==> config.mk <==
export PLATFORM = sky130hd
export DESIGN_NAME = alu_operand_loader
export DESIGN_NICKNAME = d
export VERILOG_FILES = /design/src/rtl/alu_loader_pkg.sv /design/src/rtl/alu_operand_loader_stb_sync.sv /design/src/rtl/alu_operand_loader.sv
export SDC_FILE = /design/constraint.sdc
export NUM_CORES = 1
export LEC_CHECK = 0
export CORE_UTILIZATION = 39
export DETAILED_ROUTE_END_ITERATION = 8
export DONT_BUFFER_PORTS = 1
export PLACE_DENSITY_LB_ADDON = 0.12
export SLEW_MARGIN = 20
export SYNTH_ARGS = -nofsm -noshare
export SYNTH_HDL_FRONTEND = slang
export SYNTH_SLANG_ARGS = --single-unit
==> constraint.sdc <==
create_clock -name clk -period 2.19 [get_ports clk]
set_input_delay 0.438 -clock clk [delete_from_list [all_inputs] [get_ports clk]]
set_output_delay 0.438 -clock clk [all_outputs]
set_load 0.01 [all_outputs]
==> src/rtl/alu_loader_pkg.sv <==
// Shared types and constants for the ALU operand loader.
// Header byte layout, FSM states and error cause codes.
package alu_loader_pkg;

  typedef enum logic [1:0] {
    IDLE,
    GET_A,
    GET_B,
    ISSUE
  } state_t;

  localparam int MARK_BIT  = 7;
  localparam int UNARY_BIT = 6;
  localparam int OPC_W     = 4;

  localparam logic [1:0] ERR_NONE = 2'd0;
  localparam logic [1:0] ERR_HDR  = 2'd1;
  localparam logic [1:0] ERR_OVR  = 2'd2;
  localparam logic [1:0] ERR_TMO  = 2'd3;

endpackage

==> src/rtl/alu_operand_loader_stb_sync.sv <==
// Strobe synchronizer chain plus rising-edge detector.
// Emits a one-cycle byte_pulse per synchronized rise of in_stb.
module stb_sync #(
  parameter int SYNC_STAGES = 2
) (
  input  logic clk,
  input  logic rst_n,
  input  logic in_stb,
  output logic byte_pulse
);

  logic [SYNC_STAGES-1:0] sync_q;
  logic                   hist_q;

  always_ff @(posedge clk or negedge rst_n) begin
    if (!rst_n) begin
      sync_q <= '0;
      hist_q <= 1'b0;
    end else begin
      sync_q <= {sync_q[SYNC_STAGES-2:0], in_stb};
      hist_q <= sync_q[SYNC_STAGES-1];
    end
  end

  assign byte_pulse = sync_q[SYNC_STAGES-1] & ~hist_q;

endmodule

==> src/rtl/alu_operand_loader.sv <==
// Byte-stream command assembler feeding the ALU core.
// Optional GET_A/GET_B inactivity timeout: LOADER_TIMEOUT_EN.
module alu_operand_loader
  import alu_loader_pkg::*;
#(
  parameter int SYNC_STAGES    = 2,
  parameter int TIMEOUT_CYCLES = 1023
) (
  input  logic             clk,
  input  logic             rst_n,
  input  logic             ena,
  input  logic [7:0]       in_data,
  input  logic             in_stb,
  input  logic             clr_err,
  input  logic             op_ready,
  output logic             op_valid,
  output logic [OPC_W-1:0] op_code,
  output logic [7:0]       op_a,
  output logic [7:0]       op_b,
  output logic             busy,
  output logic             err,
  output logic [1:0]       err_code,
  output logic [7:0]       op_count
);

  logic byte_pulse;

  stb_sync #(
    .SYNC_STAGES(SYNC_STAGES)
  ) u_stb_sync (
    .clk       (clk),
    .rst_n     (rst_n),
    .in_stb    (in_stb),
    .byte_pulse(byte_pulse)
  );

  state_t           state_q, state_d;
  logic             unary_q, unary_d;
  logic [OPC_W-1:0] op_code_d;
  logic [7:0]       op_a_d, op_b_d;
  logic             op_valid_d;
  logic [7:0]       op_count_d;
  logic             err_d;
  logic [1:0]       err_code_d;
  logic [1:0]       new_err;
  logic             tmo_hit;

`ifdef LOADER_TIMEOUT_EN
  localparam int TW = $clog2(TIMEOUT_CYCLES + 1);
  localparam logic [TW-1:0] TMO_LAST = TW'(TIMEOUT_CYCLES - 1);

  logic [TW-1:0] tmo_q;
  logic          in_get;

  assign in_get  = (state_q == GET_A) || (state_q == GET_B);
  assign tmo_hit = in_get && !byte_pulse && (tmo_q == TMO_LAST);

  // Held at zero outside GET_A/GET_B, so entering GET_A starts fresh.
  always_ff @(posedge clk or negedge rst_n) begin
    if (!rst_n) begin
      tmo_q <= '0;
    end else if (ena) begin
      if (byte_pulse || !in_get) tmo_q <= '0;
      else                       tmo_q <= tmo_q + 1'b1;
    end
  end
`else
  assign tmo_hit = TIMEOUT_CYCLES < 0;
`endif

  always_comb begin
    state_d    = state_q;
    unary_d    = unary_q;
    op_code_d  = op_code;
    op_a_d     = op_a;
    op_b_d     = op_b;
    op_valid_d = op_valid;
    op_count_d = op_count;
    new_err    = ERR_NONE;
    unique case (state_q)
      IDLE: begin
        if (byte_pulse) begin
          if (!in_data[MARK_BIT]) begin
            new_err = ERR_HDR;
          end else begin
            op_code_d = in_data[OPC_W-1:0];
            unary_d   = in_data[UNARY_BIT];
            state_d   = GET_A;
          end
        end
      end
      GET_A: begin
        if (byte_pulse) begin
          op_a_d = in_data;
          if (unary_q) begin
            op_b_d     = 8'h00;
            op_valid_d = 1'b1;
            state_d    = ISSUE;
          end else begin
            state_d = GET_B;
          end
        end else if (tmo_hit) begin
          new_err = ERR_TMO;
          state_d = IDLE;
        end
      end
      GET_B: begin
        if (byte_pulse) begin
          op_b_d     = in_data;
          op_valid_d = 1'b1;
          state_d    = ISSUE;
        end else if (tmo_hit) begin
          new_err = ERR_TMO;
          state_d = IDLE;
        end
      end
      ISSUE: begin
        if (byte_pulse) new_err = ERR_OVR;
        if (op_valid && op_ready) begin
          op_valid_d = 1'b0;
          op_count_d = op_count + 8'd1;
          state_d    = IDLE;
        end
      end
      default: state_d = IDLE;
    endcase

    // First error since the last clear wins; a coincident new error beats clr_err.
    err_d      = err;
    err_code_d = err_code;
    if (new_err != ERR_NONE && (!err || clr_err)) begin
      err_d      = 1'b1;
      err_code_d = new_err;
    end else if (clr_err) begin
      err_d      = 1'b0;
      err_code_d = ERR_NONE;
    end
  end

  always_ff @(posedge clk or negedge rst_n) begin
    if (!rst_n) begin
      state_q  <= IDLE;
      unary_q  <= 1'b0;
      op_code  <= '0;
      op_a     <= '0;
      op_b     <= '0;
      op_valid <= 1'b0;
      op_count <= '0;
      busy     <= 1'b0;
      err      <= 1'b0;
      err_code <= ERR_NONE;
    end else if (ena) begin
      state_q  <= state_d;
      unary_q  <= unary_d;
      op_code  <= op_code_d;
      op_a     <= op_a_d;
      op_b     <= op_b_d;
      op_valid <= op_valid_d;
      op_count <= op_count_d;
      busy     <= (state_d != IDLE);
      err      <= err_d;
      err_code <= err_code_d;
    end
  end

endmodule

## Word-level counts from Yosys, hierarchy flattened

Cells that the tools add are included.

| operators by class | value |
|---|---|
| add/subtract/negate cells | 1 |
| eq/ne operators | 7 |
| mux-type cells | 24 |
| bitwise operators | 2 |
| reductions and logical operators | 17 |

Operators by type and width:

| operator | number |
|---|---|
| $mux 8 | 3 |
| $mux 2 | 8 |
| $pmux 8 s2 | 1 |
| $mux 1 | 9 |
| $add 8x1->8 const B | 1 |
| $ne 2x2->1 const B | 4 |
| $pmux 2 s4 | 1 |
| $reduce_bool 2->1 | 4 |
| $pmux 2 s3 | 1 |
| $reduce_and 3->1 | 2 |
| $reduce_and 6->1 | 1 |
| $reduce_and 5->1 | 1 |
| $eq 2x2->1 const B | 2 |
| $reduce_and 4->1 | 1 |
| $pmux 1 s3 | 1 |
| $reduce_bool 3->1 | 1 |
| $eq 2x1->1 const B | 1 |
| $logic_and 1x1->1 | 2 |
| $logic_not 2->1 | 1 |
| $reduce_and 2->1 | 1 |
| $reduce_or 2->1 | 1 |
| $and 1x1->1 | 1 |
| $logic_not 1->1 | 1 |
| $logic_or 1x1->1 | 1 |
| $not 1->1 | 1 |

| storage, ports and cells | value |
|---|---|
| bits in registers | 39 |
| input bits | 14 |
| output and inout port bits | 33 |
| word-level logic and storage cells | 63 |

## Longest topological paths before layout

| logic depth | value |
|---|---|
| depth after elaboration | 8 |
| gate-level depth with buffers | 7 |
| depth with buffers taken out | 6 |

## Hierarchy

Synthesis repeated with hierarchy kept, for this count alone.

| second synthesis, totals | value |
|---|---|
| cell total of the unflattened synthesis | 145 |
| area total of the unflattened synthesis | 1756.7 µm² |

By module, submodules not included:

| module | instances | cells an instance | area an instance (µm²) |
|---|---|---|---|
| alu_operand_loader | 1 | 141 | 1667.8 |
| stb_sync | 1 | 4 | 88.8 |

## Worst setup path after synthesis

Ideal clock, no wire load.

| timing path | value |
|---|---|
| path type | register -> register |
| start | register state_q[0] |
| end | register busy |
| setup time | 0.126 ns |
| arrival time | 1.453 ns |
| slack | 0.611 ns |
| stages on the path, launching flop included | 7 |
| path buffers | 1 |
| path through | dfrtp_1 -> inv_1 -> ha_1 -> buf_2 -> a2111oi_2 -> o32ai_1 -> o21bai_1 |

| on the way | value |
|---|---|
| longest elaborated chain between the ends | 4 |
| elaborated cells between the ends (all ways) | 11 |

Ends and longest elaborated chain:

| item | line | source |
|---|---|---|
| start, declared | alu_operand_loader.sv:37 | `state_t state_q, state_d;` |
| start signal, assigned | alu_operand_loader.sv:153 | `state_q <= state_d;` |
| $mux 2 | alu_operand_loader.sv:83 | `if (!in_data[MARK_BIT]) begin` |
| $mux 2 | alu_operand_loader.sv:82 | `if (byte_pulse) begin` |
| $pmux 2 s4 * | alu_operand_loader.sv:80 | `unique case (state_q)` |
| $reduce_bool 2->1 * | alu_operand_loader.sv:160 | `busy <= (state_d != IDLE);` |
| end signal, assigned | alu_operand_loader.sv:160 |  |
| end, declared | alu_operand_loader.sv:20 | `output logic busy,` |

Mark *: on every way between the ends. The rest lies on a longest branch, timed or not.
A chain may end at the register's enable or synchronous reset.

## Final worst setup path

| timing path | value |
|---|---|
| start | register state_q[1] |
| end | register op_b[4] |

| on the way | value |
|---|---|
| longest elaborated chain between the ends | 3 |
| elaborated cells between the ends (all ways) | 8 |

Ends and longest elaborated chain:

| item | line | source |
|---|---|---|
| $eq 2x1->1 or $eq 2x2->1 (tied branches) | alu_operand_loader.sv:80 |  |
| $ne 2x2->1 (no line) or $reduce_bool 2->1 (tied branches) | - |  |
| $reduce_and 5->1 (no line) | - |  |
| end signal, assigned | alu_operand_loader.sv:157 | `op_b <= op_b_d;` |
| end, declared | alu_operand_loader.sv:19 | `output logic [7:0] op_b,` |

Parallel ways exist; a longest one is shown, timed or not.

==> results.toml <==
[pwr]
power.density_nw_per_um2 = 1350
power_leakage_nw = 0.858
peakVddDrop_v = 0.000631

[placed_design]
pre_cts_ws_ns = 0.410
port_buffers = 0
gp_congestion = 0.700
dp.cells = 199
hpwl_um = 2510

[timing]
grt_setup_unrepaired = "false"
slew_violations = 0
tns_ns = 0
max_slew_margin_pct = 67.4
worst_slew_pin_slew_ns = 0.488
hold_violations = 0
fin_ws_ns = 0.401
timing.final.crit_share_pct = 81.7
final.setup_skew_ns = 0.00650
finalSetupViolCount = 0
period_needed_ns = 1.79
fmax_mhz = 559

[floorplanning]
coreArea_sq_um = 4380
die_h_um = 69.8
die-area_sq_um = 4870
start_util_pct = 40.9
core.rowCount = 24
pin_count = 47
die_w_um = 69.8

[routing]
num_vias = 1162
routedWlPerCell_um = 16.9
drcViolationCount = 0
via_per_inst = 5.56
wl_um = 3530
firstDrtPassIters = 4
antenna_left = 0
first_iter_violations = 45

[logic_synthesis]
ys_seq_area_share_pct = 54.5
ys_top_cells_by_count = "dfrtp_1 (39), nand2_1 (20), mux2_2 (13)"
synth_seq_cells = 39
ys_async_sr_fraction_pct = 100
syn_area_sq_um = 1790
mappedNetlistNets = 171
yosys.area.top_type_share_pct = 54.5
syn_area_per_cell_sq_um = 11.9
yosysMostFrequentCell = "dfrtp_1"
synth_cell_types = 38
synth_edf_count = 0
ys_top_cells_by_area = "dfrtp_1 (54%), mux2_2 (8.2%), ha_1 (4.2%)"
yosysTopAreaCell = "dfrtp_1"
synth_warnings = 0
synth_flop_cell = "dfrtp_1"
synth_cells = 151

[final_layout]
diodes = 0
fillers = 412
stdcell_count = 209
nets = 176
syn_to_final_growth_pct = 10.3
drive_above_1_share_pct = 20.4
fin_util_pct = 45.1

[outcome]
status = "finished, final reports clean"

[critical_path]
path_cells = "inv_1 > ha_1 > nand2b_2 > a21oi_4 > o21ai_0 > o31ai_1"
worstSetupEndpointType = "flip-flop"
crit_fanout = 18
cp_slowest_cell = "dfrtp_1"
cp-start-kind = "flip-flop"
regToRegSetupSlack_ns = 0.40
cpLargestDelayFamily = "compound AO/OA/AOI/OAI gates"
cp.required_ns = 2.39
crit_arrival_ns = 1.99
cpPeakStageDelay_ns = 0.44
critPathBufInv = 1
crit_type = "reg2reg"

[clock_network]
clkSinkCount = 39
cts_buffer_depth = 2
cts_resized = 0
clk_latency_ns = 0.30
path_clk_slew_ns = 0.08
cts_inserted_buffers = 5
post_cts_buffers = 0
cts-root-buf = "clkbuf_8"
cts_tree = "yes"
htree_levels = 2
hold_buffers = 2

[grt]
grt_pass1_vias = 1307
grt_pass1_wl_um = 6150
track_usage_pct = 16.3
grt_max_degree = 40
antenna_found_initial = 0
globalRouteOverflowTotal = 0

[job]
drv_cap = 0

[min_path]
hold_path_class = "in2reg"
-- final timing paths --
| path | start | to | cells after the start |
|---|---|---|---|
| max | state_q[1] | op_b[4] | 6 |
| min | in_stb | u_stb_sync.sync_q[0] | 0 |
| max reg2reg | state_q[1] | op_b[4] | 6 |
| min reg2reg | u_stb_sync.sync_q[0] | u_stb_sync.sync_q[1] | 0 |
| max in group asynchronous | rst_n | state_q[0] | 2 |
| min in group asynchronous | rst_n | op_count[6] | 2 |
-- layout by cell type, fill, tap and decap left out, types with 2 or more instances in the layout --
cell / n
nor2_1: 5
o31ai_1: 8
nand4_1: 3
ha_1: 6
o41ai_2: 2
dfrtp_1: 39
nand3_1: 5
xnor2_1: 7
nand2_1: 20
a21oi_1: 3
clkbuf_8: 5
a32o_1: 2
o21ai_0: 8
mux2_2: 13
inv_1: 5
-- cells by family (layout without fill, tap and decap cells) --
family,Yosys count,after routing,share of synthesized area (%)
buffers and inverters,10,16,2.86
xor gates and xnor gates,7,7,3.42
and+or+nand+nor,42,42,11.5
adders and majority gates,6,6,4.19
AOI/OAI and AO/OA,34,34,15.4
DFF,39,39,54.5
muxes,13,13,8.17
-- sequential cells by signal, summed over array words and instances (netlist names) --
name and flops:
err_code 2, op_a 8, op_code 4, err 1
u_stb_sync.sync_q 2, op_valid 1, state_q 2, op_count 8
u_stb_sync.hist_q 1, op_b 8, unary_q 1, busy 1
-- worst reg2reg max path: stages (launching register included) --
cell and delay, ns:
dfrtp_1 0.44, inv_1 0.12, ha_1 0.33, nand2b_2 0.12, a21oi_4 0.42, o21ai_0 0.17, o31ai_1 0.10
-- power breakdown --
| part | switching, mW | leakage, nW | internal, mW |
|---|---|---|---|
| Combinational | 0.417 | 0.303 | 0.327 |
| Sequential | 0.339 | 0.500 | 0.976 |
| Clock | 0.272 | 0.0548 | 0.343 |
-- per-stage QoR --
step	instance area (sq um)	power [mW]	hold slack [ns]
final	1980	2.67	0.163
after global routing	1980	2.86	0.147
after CTS	1980	2.70	0.154
after detailed placement	1830	2.06	0.143
after global placement	1830	2.03	0.143
after floorplan	1790	1.90	0.142
-- routing by layer --
| metal | global-route usage, % | vias to the layer above | wire length (um) |
|---|---|---|---|
| met5 | 0 | - | 0 |
| met4 | 9.33 | 0 | 116 |
| met3 | 7.41 | 11 | 321 |
| met2 | 24.4 | 47 | 1590 |
| met1 | 19.3 | 557 | 1500 |
| li1 | - | 547 | - |
-- area by class of cell --
| type | instances | area (sq um) | area share [%] |
|---|---|---|---|
| Sequential cell | 39 | 976 | 49.4 |
| Multi-Input combinational cell | 102 | 764 | 38.7 |
| Clock buffer | 5 | 68.8 | 3.48 |
| Tap cell | 52 | 65.1 | 3.29 |
| Clock inverter | 3 | 46.3 | 2.34 |
| Timing Repair Buffer | 3 | 37.5 | 1.90 |
| Inverter | 5 | 18.8 | 0.949 |
No activity file was read; power rests on OpenSTA's default activity.
